### src/rtl/gen_sequencer_if.sv
// Handshake bundle between the generation sequencer and its environment
// (renderer, double buffer, life-logic engines).
interface gen_sequencer_if #(
    parameter int NUM_ENGINES = 4,
    parameter int SPEED_W     = 4,
    parameter int GEN_W       = 16
);
    logic                   run_in;
    logic                   step_in;
    logic [SPEED_W-1:0]     speed_in;
    logic [NUM_ENGINES-1:0] engine_done_in;
    logic                   render_done_in;
    logic                   buf_ready_in;
    logic                   engine_start_out;
    logic                   buf_swap_out;
    logic                   busy_out;
    logic [GEN_W-1:0]       gen_count_out;
    logic                   timeout_out;

    // Environment side: drives control, done and frame signals.
    modport master (
        output run_in, step_in, speed_in, engine_done_in, render_done_in, buf_ready_in,
        input  engine_start_out, buf_swap_out, busy_out, gen_count_out, timeout_out
    );

    // Sequencer side.
    modport slave (
        input  run_in, step_in, speed_in, engine_done_in, render_done_in, buf_ready_in,
        output engine_start_out, buf_swap_out, busy_out, gen_count_out, timeout_out
    );
endinterface

### src/rtl/gen_sequencer.sv
// Generation sequencer: starts all engines, collects their done pulses, swaps
// the double buffer on a frame boundary, with run/pause/step, speed and watchdog.
module gen_sequencer #(
    parameter int NUM_ENGINES = 4,
    parameter int SPEED_W     = 4,
    parameter int GEN_W       = 16,
    parameter int TIMEOUT_W   = 20
) (
    input  logic           clk_in,
    input  logic           rst_n_in,
    gen_sequencer_if.slave bus
);
    typedef enum logic [2:0] {
        IDLE,
        WAIT_FRAMES,
        START,
        COMPUTE,
        WAIT_SWAP
    } state_t;

    localparam logic [TIMEOUT_W-1:0] WD_LIMIT = '1;

    state_t                 state_q;
    logic [SPEED_W-1:0]     frame_cnt_q;
    logic [NUM_ENGINES-1:0] done_mask_q;
    logic [NUM_ENGINES-1:0] done_mask_d;
    logic [TIMEOUT_W-1:0]   wd_q;
    logic [TIMEOUT_W-1:0]   wd_d;
    logic [GEN_W-1:0]       gen_q;
    logic                   start_q;
    logic                   swap_q;
    logic                   busy_q;
    logic                   timeout_q;

    // Done pulses arriving this cycle count toward completion immediately.
    assign done_mask_d = done_mask_q | bus.engine_done_in;
    assign wd_d        = wd_q + TIMEOUT_W'(1);

    // NOTE: every register here is written with <= so all state updates see
    // the same pre-edge values regardless of statement order.
    always_ff @(posedge clk_in or negedge rst_n_in) begin
        if (!rst_n_in) begin
            // NOTE: the asynchronous reset clears every register, so a
            // generation in flight is abandoned without a swap.
            state_q     <= IDLE;
            frame_cnt_q <= '0;
            done_mask_q <= '0;
            wd_q        <= '0;
            gen_q       <= '0;
            start_q     <= 1'b0;
            swap_q      <= 1'b0;
            busy_q      <= 1'b0;
            timeout_q   <= 1'b0;
        end else begin
            start_q <= 1'b0;
            swap_q  <= 1'b0;
            case (state_q)
                IDLE: begin
                    if (bus.step_in) begin
                        state_q <= START;
                        start_q <= 1'b1;
                        busy_q  <= 1'b1;
                    end else if (bus.run_in) begin
                        state_q     <= WAIT_FRAMES;
                        frame_cnt_q <= '0;
                        busy_q      <= 1'b1;
                    end
                end
                WAIT_FRAMES: begin
                    if (!bus.run_in) begin
                        state_q <= IDLE;
                        busy_q  <= 1'b0;
                    end else if (frame_cnt_q == bus.speed_in) begin
                        state_q <= START;
                        start_q <= 1'b1;
                    end else if (bus.render_done_in) begin
                        frame_cnt_q <= frame_cnt_q + SPEED_W'(1);
                    end
                end
                START: begin
                    done_mask_q <= '0;
                    wd_q        <= '0;
                    timeout_q   <= 1'b0;
                    state_q     <= COMPUTE;
                end
                COMPUTE: begin
                    done_mask_q <= done_mask_d;
                    wd_q        <= wd_d;
                    if (&done_mask_d) begin
                        state_q <= WAIT_SWAP;
                    end else if (wd_d == WD_LIMIT) begin
                        timeout_q <= 1'b1;
                        state_q   <= IDLE;
                        busy_q    <= 1'b0;
                    end
                end
                WAIT_SWAP: begin
                    // Only a frame boundary with a ready buffer commits the generation.
                    if (bus.render_done_in && bus.buf_ready_in) begin
                        swap_q <= 1'b1;
                        gen_q  <= gen_q + GEN_W'(1);
                        if (bus.run_in) begin
                            state_q     <= WAIT_FRAMES;
                            frame_cnt_q <= '0;
                        end else begin
                            state_q <= IDLE;
                            busy_q  <= 1'b0;
                        end
                    end
                end
                default: begin
                    state_q <= IDLE;
                    busy_q  <= 1'b0;
                end
            endcase
        end
    end

    assign bus.engine_start_out = start_q;
    assign bus.buf_swap_out     = swap_q;
    assign bus.busy_out         = busy_q;
    assign bus.gen_count_out    = gen_q;
    assign bus.timeout_out      = timeout_q;
endmodule

### src/flat_wrapper.sv
// flat-port wrapper written by rule: the top's interface ports become plain ports
module gen_sequencer_flat 
#(
    parameter int NUM_ENGINES = 4,
    parameter int SPEED_W     = 4,
    parameter int GEN_W       = 16,
    parameter int TIMEOUT_W   = 20
)
  (clk_in, rst_n_in, bus_run_in, bus_step_in, bus_speed_in, bus_engine_done_in, bus_render_done_in, bus_buf_ready_in, bus_engine_start_out, bus_buf_swap_out, bus_busy_out, bus_gen_count_out, bus_timeout_out);
  gen_sequencer_if #(.NUM_ENGINES(NUM_ENGINES), .SPEED_W(SPEED_W), .GEN_W(GEN_W)) bus_i ();
  input  logic clk_in;
  input  logic rst_n_in;
  input wire logic [$bits(bus_i.run_in)-1:0] bus_run_in;
  input wire logic [$bits(bus_i.step_in)-1:0] bus_step_in;
  input wire logic [$bits(bus_i.speed_in)-1:0] bus_speed_in;
  input wire logic [$bits(bus_i.engine_done_in)-1:0] bus_engine_done_in;
  input wire logic [$bits(bus_i.render_done_in)-1:0] bus_render_done_in;
  input wire logic [$bits(bus_i.buf_ready_in)-1:0] bus_buf_ready_in;
  output wire logic [$bits(bus_i.engine_start_out)-1:0] bus_engine_start_out;
  output wire logic [$bits(bus_i.buf_swap_out)-1:0] bus_buf_swap_out;
  output wire logic [$bits(bus_i.busy_out)-1:0] bus_busy_out;
  output wire logic [$bits(bus_i.gen_count_out)-1:0] bus_gen_count_out;
  output wire logic [$bits(bus_i.timeout_out)-1:0] bus_timeout_out;
  assign bus_i.run_in = bus_run_in;
  assign bus_i.step_in = bus_step_in;
  assign bus_i.speed_in = bus_speed_in;
  assign bus_i.engine_done_in = bus_engine_done_in;
  assign bus_i.render_done_in = bus_render_done_in;
  assign bus_i.buf_ready_in = bus_buf_ready_in;
  assign bus_engine_start_out = bus_i.engine_start_out;
  assign bus_buf_swap_out = bus_i.buf_swap_out;
  assign bus_busy_out = bus_i.busy_out;
  assign bus_gen_count_out = bus_i.gen_count_out;
  assign bus_timeout_out = bus_i.timeout_out;
  gen_sequencer #(.NUM_ENGINES(NUM_ENGINES), .SPEED_W(SPEED_W), .GEN_W(GEN_W), .TIMEOUT_W(TIMEOUT_W)) u_core (.clk_in(clk_in), .rst_n_in(rst_n_in), .bus(bus_i));
endmodule
### config.mk
export PLATFORM = sky130hd
export DESIGN_NAME = gen_sequencer_flat
export DESIGN_NICKNAME = d
export VERILOG_FILES = /design/src/rtl/gen_sequencer_if.sv /design/src/rtl/gen_sequencer.sv /design/src/flat_wrapper.sv
export SDC_FILE = /design/constraint.sdc
export NUM_CORES = 1
export LEC_CHECK = 0
export BUFFER_PORTS_ARGS = -buffer_cell sky130_fd_sc_hd__buf_4
export CAP_MARGIN = 25
export CORE_UTILIZATION = 33
export DETAILED_ROUTE_END_ITERATION = 6
export GPL_TIMING_DRIVEN = 0
export PLACE_DENSITY = 0.55
export SYNTH_ARGS = -nofsm -noshare
export SYNTH_HDL_FRONTEND = slang
export SYNTH_SLANG_ARGS = --single-unit
### constraint.sdc
create_clock -name clk_in -period 3.7 [get_ports clk_in]
set_input_delay 0.74 -clock clk_in [delete_from_list [all_inputs] [get_ports clk_in]]
set_output_delay 0.74 -clock clk_in [all_outputs]
set_load 0.01 [all_outputs]
; ---- Word level (Yosys, flattened, before mapping)
; Index checks and enable logic that the tools add are counted.
[op_classes]
addsub = 3
eq_ne = 16
mux = 34
bitwise_logic = 2
reduce_logical = 10
[op_table]
columns = operator, count
row1 = $pmux W20 S2, 1
row2 = $mux W4, 6
row3 = $mux W3, 7
row4 = $add A20 B1 Y20 const B, 1
row5 = $eq A20 B20 Y1 const B, 1
row6 = $add A16 B1 Y16 const B, 1
row7 = $pmux W3 S5, 1
row8 = $mux W1, 14
row9 = $pmux W4 S3, 1
row10 = $ne A2 B2 Y1 const B, 5
row11 = $pmux W4 S2, 1
row12 = $reduce_and A4 Y1, 2
row13 = $eq A3 B2 Y1 const B, 2
row14 = $reduce_and A6 Y1, 1
row15 = $pmux W1 S5, 1
row16 = $reduce_and A5 Y1, 1
row17 = $add A4 B1 Y4 const B, 1
row18 = $eq A4 B4 Y1, 1
row19 = $ne A2 B1 Y1 const B, 2
row20 = $or A4 B4 Y4, 1
row21 = $pmux W1 S2, 2
row22 = $eq A3 B1 Y1 const B, 1
row23 = $eq A3 B3 Y1 const B, 1
row24 = $logic_not A3 Y1, 1
row25 = other kinds (9), 9
[totals]
register_bits = 51
input_bits = 14

; ---- Logic depth before layout (Yosys ltp)
[logic_depth]
depth_word = 5
ltp_mapped = 7

; ---- Worst setup path after synthesis
; OpenSTA, ideal clock, no wires.
[synth_path]
path_type = reg-to-reg
startpoint = register u_core.wd_q[0]
endpoint = register u_core.state_q[0]
t_arrival_ns = 1.741
path_slack_ns = 1.824
stages_incl_launch_ff = 7
n_path_buf = 0
synth_period_minus_slack_ns = 1.876
cell_sequence = dfrtp_1 > ha_1 > nand3_2 > nor3_2 > xnor2_1 > nor4_4 > o21ai_0
[synth_between]
elab_chain_len = 4
[synth_rtl]
columns = element, line
row1 = "start, declared", gen_sequencer.sv:27  ; logic [TIMEOUT_W-1:0] wd_q;
row2 = "start signal, assigned", gen_sequencer.sv:88  ; wd_q <= wd_d;
row3 = $add A20 B1 Y20, gen_sequencer.sv:37  ; assign wd_d = wd_q + TIMEOUT_W'(1);
row4 = $eq A20 B20 Y1, gen_sequencer.sv:91  ; end else if (wd_d == WD_LIMIT) begin
row5 = $ne A3 B1 Y1 (no source line), -
row6 = $reduce_and A4 Y1 (no source line), -
row7 = "end signal, assigned", gen_sequencer.sv:45  ; state_q <= IDLE;
row8 = "end signal, assigned", gen_sequencer.sv:90  ; state_q <= WAIT_SWAP;
row9 = "end signal, assigned", gen_sequencer.sv:93  ; state_q <= IDLE;
row10 = "end, declared", gen_sequencer.sv:23  ; state_t state_q;
; Every way passes these cells.
; A chain may end at the register's enable or synchronous reset.

; ---- Worst setup path in the final report
[layout_path]
startpoint = register u_core.wd_q[1]
endpoint = register u_core.state_q[1]
; The elaborated chain is that of the path after synthesis.

==> impl_results.md <==
- Status: finished clean
- Mapped Cells: 294
- Antenna diodes: 0
- Core Util, Final: 0.404
- # rows: 33
- Dominant cell type by area after synthesis: dfrtp_1
- H-tree lvl count: 2
- Nets: 352
- Number of global-route vias before repair: 2101
- Starting Density: 0.344
- Initial drt markers: 85
- Ys Warns: 0
- Worst slew margin: 0.555
- Die Wd: 94.7 um
- Die Height: 94.7 um
- DR WL met2: 2860 um
- Synth cell count leaders: dfrtp_1 (51), nand2_1 (40), nor2_1 (30)
- Gates resized, CTS repair: 0
- Min Tclk post-route: 2.31 ns
- Async SR Flop Fraction: 1.00
- Top cells by area, synth: dfrtp_1 (45%), nand2_1 (5.3%), xnor2_1 (4.9%)
- Routed WL: 6060 um
- Share of cells above drive strength 1: 0.182
- Detail Route Antenna Nets: 0
- Layout Skew: 0.00888 ns
- Final Cycle Share: 0.623
- Worst Setup End Kind: flop
- Hold Path Class: in2async
- Worst EP arrival: 2.49 ns
- Vias per std cell: 5.08
- DRC: 0
- Setup CP Type: reg2reg
- Area of the core: 8260 um2
- Critical-path maximum fanout: 7
- Final setup vio count: 0
- Slew Limit Fails: 0
- Pwr per Cell Area: 519 nW/um2
- Fmax: 434 MHz
- Largest net degree at the start of global routing: 52
- Flop2flop setup slack: 1.39 ns
- Hold buffer count at CTS: 0
- Clock transition at path regs: 0.10 ns
- GRT Residual Overflow: 0
- GPL Wtd Cong: 0.773
- Root buf cell: clkbuf_8
- Final Instance Count excl. Fillers: 440
- Max Root-Sink Buffers: 2
- Cts bufs inserted: 5
- Share of the synthesized area in the top cell type: 0.450
- Cell total after placement: 432
- Synth Area per Inst: 9.65 um2
- RSZ-0062 raised after global routing: false
- P_leak: 1.52 nW
- Post-Syn Nets: 312
- Antenna violations before repair: 0
- Yosys reg bits: 51
- Worst setup SP type: flop
- Final hold slack: 0.460 ns
- First-pass GRT wire length: 10300 um
- Maximum VDD drop: 0.337 mV
- # Max-Cap Violations: 0
- Cell variety after synth: 53
- GRT Total Usage: 0.149
- Clock sinks: 51
- WL per Instance: 13.8 um
- Setup TNS: 0 ns
- Post-synthesis sequential area ratio: 0.450
- Worst slew pin tran: 0.667 ns
- Vias after detailed routing: 2236
- CTS tree: yes
- Final hold viol count: 0
- Initial DRT Pass Iterations: 4
- Post-CTS Setup Bufs: 0
- Post-synth top flop: dfrtp_1
- Worst Path Required: 3.88 ns
- M1 WL: 2990 um
- Max layer used: met4
- Clock latency on the worst-skew pair: 0.31 ns
- Synth Cell Area: 2840 um2
- Buffers added on ports: 33
- Met3 WL: 139 um
- Die footprint: 8970 um2
- Count leader, synth: dfrtp_1
- Detailed Place HPWL: 4280 um
- P&R area growth vs syn: 17.5%
- I/O pin total: 34
- Post-synth EDFFs: 0
-- worst max-delay path, cell delays in order, from the launching register on --
cell and delay, ns:
dfrtp_1 0.51, ha_1 0.31, nand3_2 0.20, nor3_2 0.38
xnor2_1 0.16, nor4_4 0.45, o22ai_1 0.15
-- routing by layer --
layer  GRT usage  vias to the layer above
li1            -                     1125
met1       0.202                     1074
met2       0.242                       31
met3      0.0242                        6
met4      0.0467                        0
met5           0                        -
-- worst paths after layout --
| kind | startpoint | end | depth (start not counted) |
|---|---|---|---|
| worst max-delay path | u_core.wd_q[1] | u_core.state_q[1] | 6 |
| worst min-delay path | rst_n_in | u_core.bus.gen_count_out[4] | 1 |
| worst max register to register | u_core.wd_q[1] | u_core.state_q[1] | 6 |
| worst min register to register | u_core.bus.gen_count_out[15] | u_core.bus.gen_count_out[15] | 1 |
| max in group asynchronous | rst_n_in | u_core.bus.engine_start_out | 1 |
| min in group clk_in | u_core.bus.gen_count_out[15] | u_core.bus.gen_count_out[15] | 1 |
-- state kept, by name, summed over array words and instances (netlist names) --
name                         count
u_core.bus.busy_out              1
u_core.done_mask_q               4
u_core.bus.gen_count_out        16
u_core.wd_q                     20
u_core.bus.buf_swap_out          1
u_core.state_q                   3
u_core.bus.engine_start_out      1
u_core.frame_cnt_q               4
u_core.bus.timeout_out           1
-- placed cells by master, fill, tap and decap left out, types with 2 or more instances in the layout --
| cell | Yosys | final |
|---|---|---|
| o221ai_1 | 2 | 2 |
| buf_2 | 3 | 3 |
| a41oi_1 | 3 | 3 |
| and3_1 | 2 | 2 |
| a21oi_1 | 8 | 8 |
| o22ai_1 | 4 | 4 |
| and2_1 | 3 | 3 |
| inv_1 | 7 | 7 |
| mux2_2 | 2 | 2 |
| xor2_1 | 7 | 7 |
| nor4_4 | 4 | 4 |
| o22a_1 | 2 | 2 |
| nor2_1 | 30 | 30 |
| buf_4 | 1 | 34 |
| o31ai_1 | 4 | 4 |
| xnor2_1 | 16 | 16 |
| a22o_1 | 4 | 4 |
| nand3_1 | 11 | 11 |
| nor2b_1 | 3 | 3 |
| mux2i_1 | 13 | 13 |
| nor3_1 | 7 | 7 |
| nand4_1 | 8 | 8 |
| clkbuf_1 | 7 | 7 |
| nand2_1 | 40 | 40 |
| ha_1 | 4 | 4 |
| nor3b_1 | 2 | 2 |
| o21ai_0 | 19 | 19 |
| a21o_1 | 2 | 2 |
| dfrtp_1 | 51 | 51 |
| clkbuf_8 | 0 | 5 |
| nand2b_1 | 2 | 2 |
-- where the power goes --
part	internal, mW	leakage (nW)	total [mW]	switching (mW)
combinational	0.220	0.771	0.598	0.378
sequential	0.639	0.691	0.726	0.0875
clock	0.205	0.0587	0.407	0.202
-- final cells by class --
cell class | count | area (um2)
multi-input cells | 223 | 1480
repair buffers | 33 | 248
well taps | 105 | 131
flip-flops and latches | 51 | 1280
inverters | 7 | 26.3
clock inverters | 3 | 47.5
fillers | 843 | 4920
plain buffers | 13 | 57.6
clock buffers | 5 | 68.8
-- kinds of logic (layout without fill, tap and decap cells) --
logic type / after synthesis / count (layout) / synth area share
compound gates: 56 / 56 / 0.129
xor+xnor: 23 / 23 / 0.0710
fa+ha+maj: 5 / 5 / 0.0212
buf+inv: 20 / 61 / 0.0295
flops: 51 / 51 / 0.450
mux: 15 / 15 / 0.0538
simple gates: 124 / 124 / 0.246
-- stage by stage --
stage | setup slack (ns) | power, mW | cell area, um2
after floorplan | 1.82 | 1.14 | 2840
after global placement | 1.43 | 1.33 | 3220
after detailed placement | 1.41 | 1.34 | 3220
after CTS | 1.38 | 1.76 | 3330
after global routing | 1.17 | 1.85 | 3330
final | 1.39 | 1.73 | 3330
Note: power is estimated with default switching activity, not from simulation.
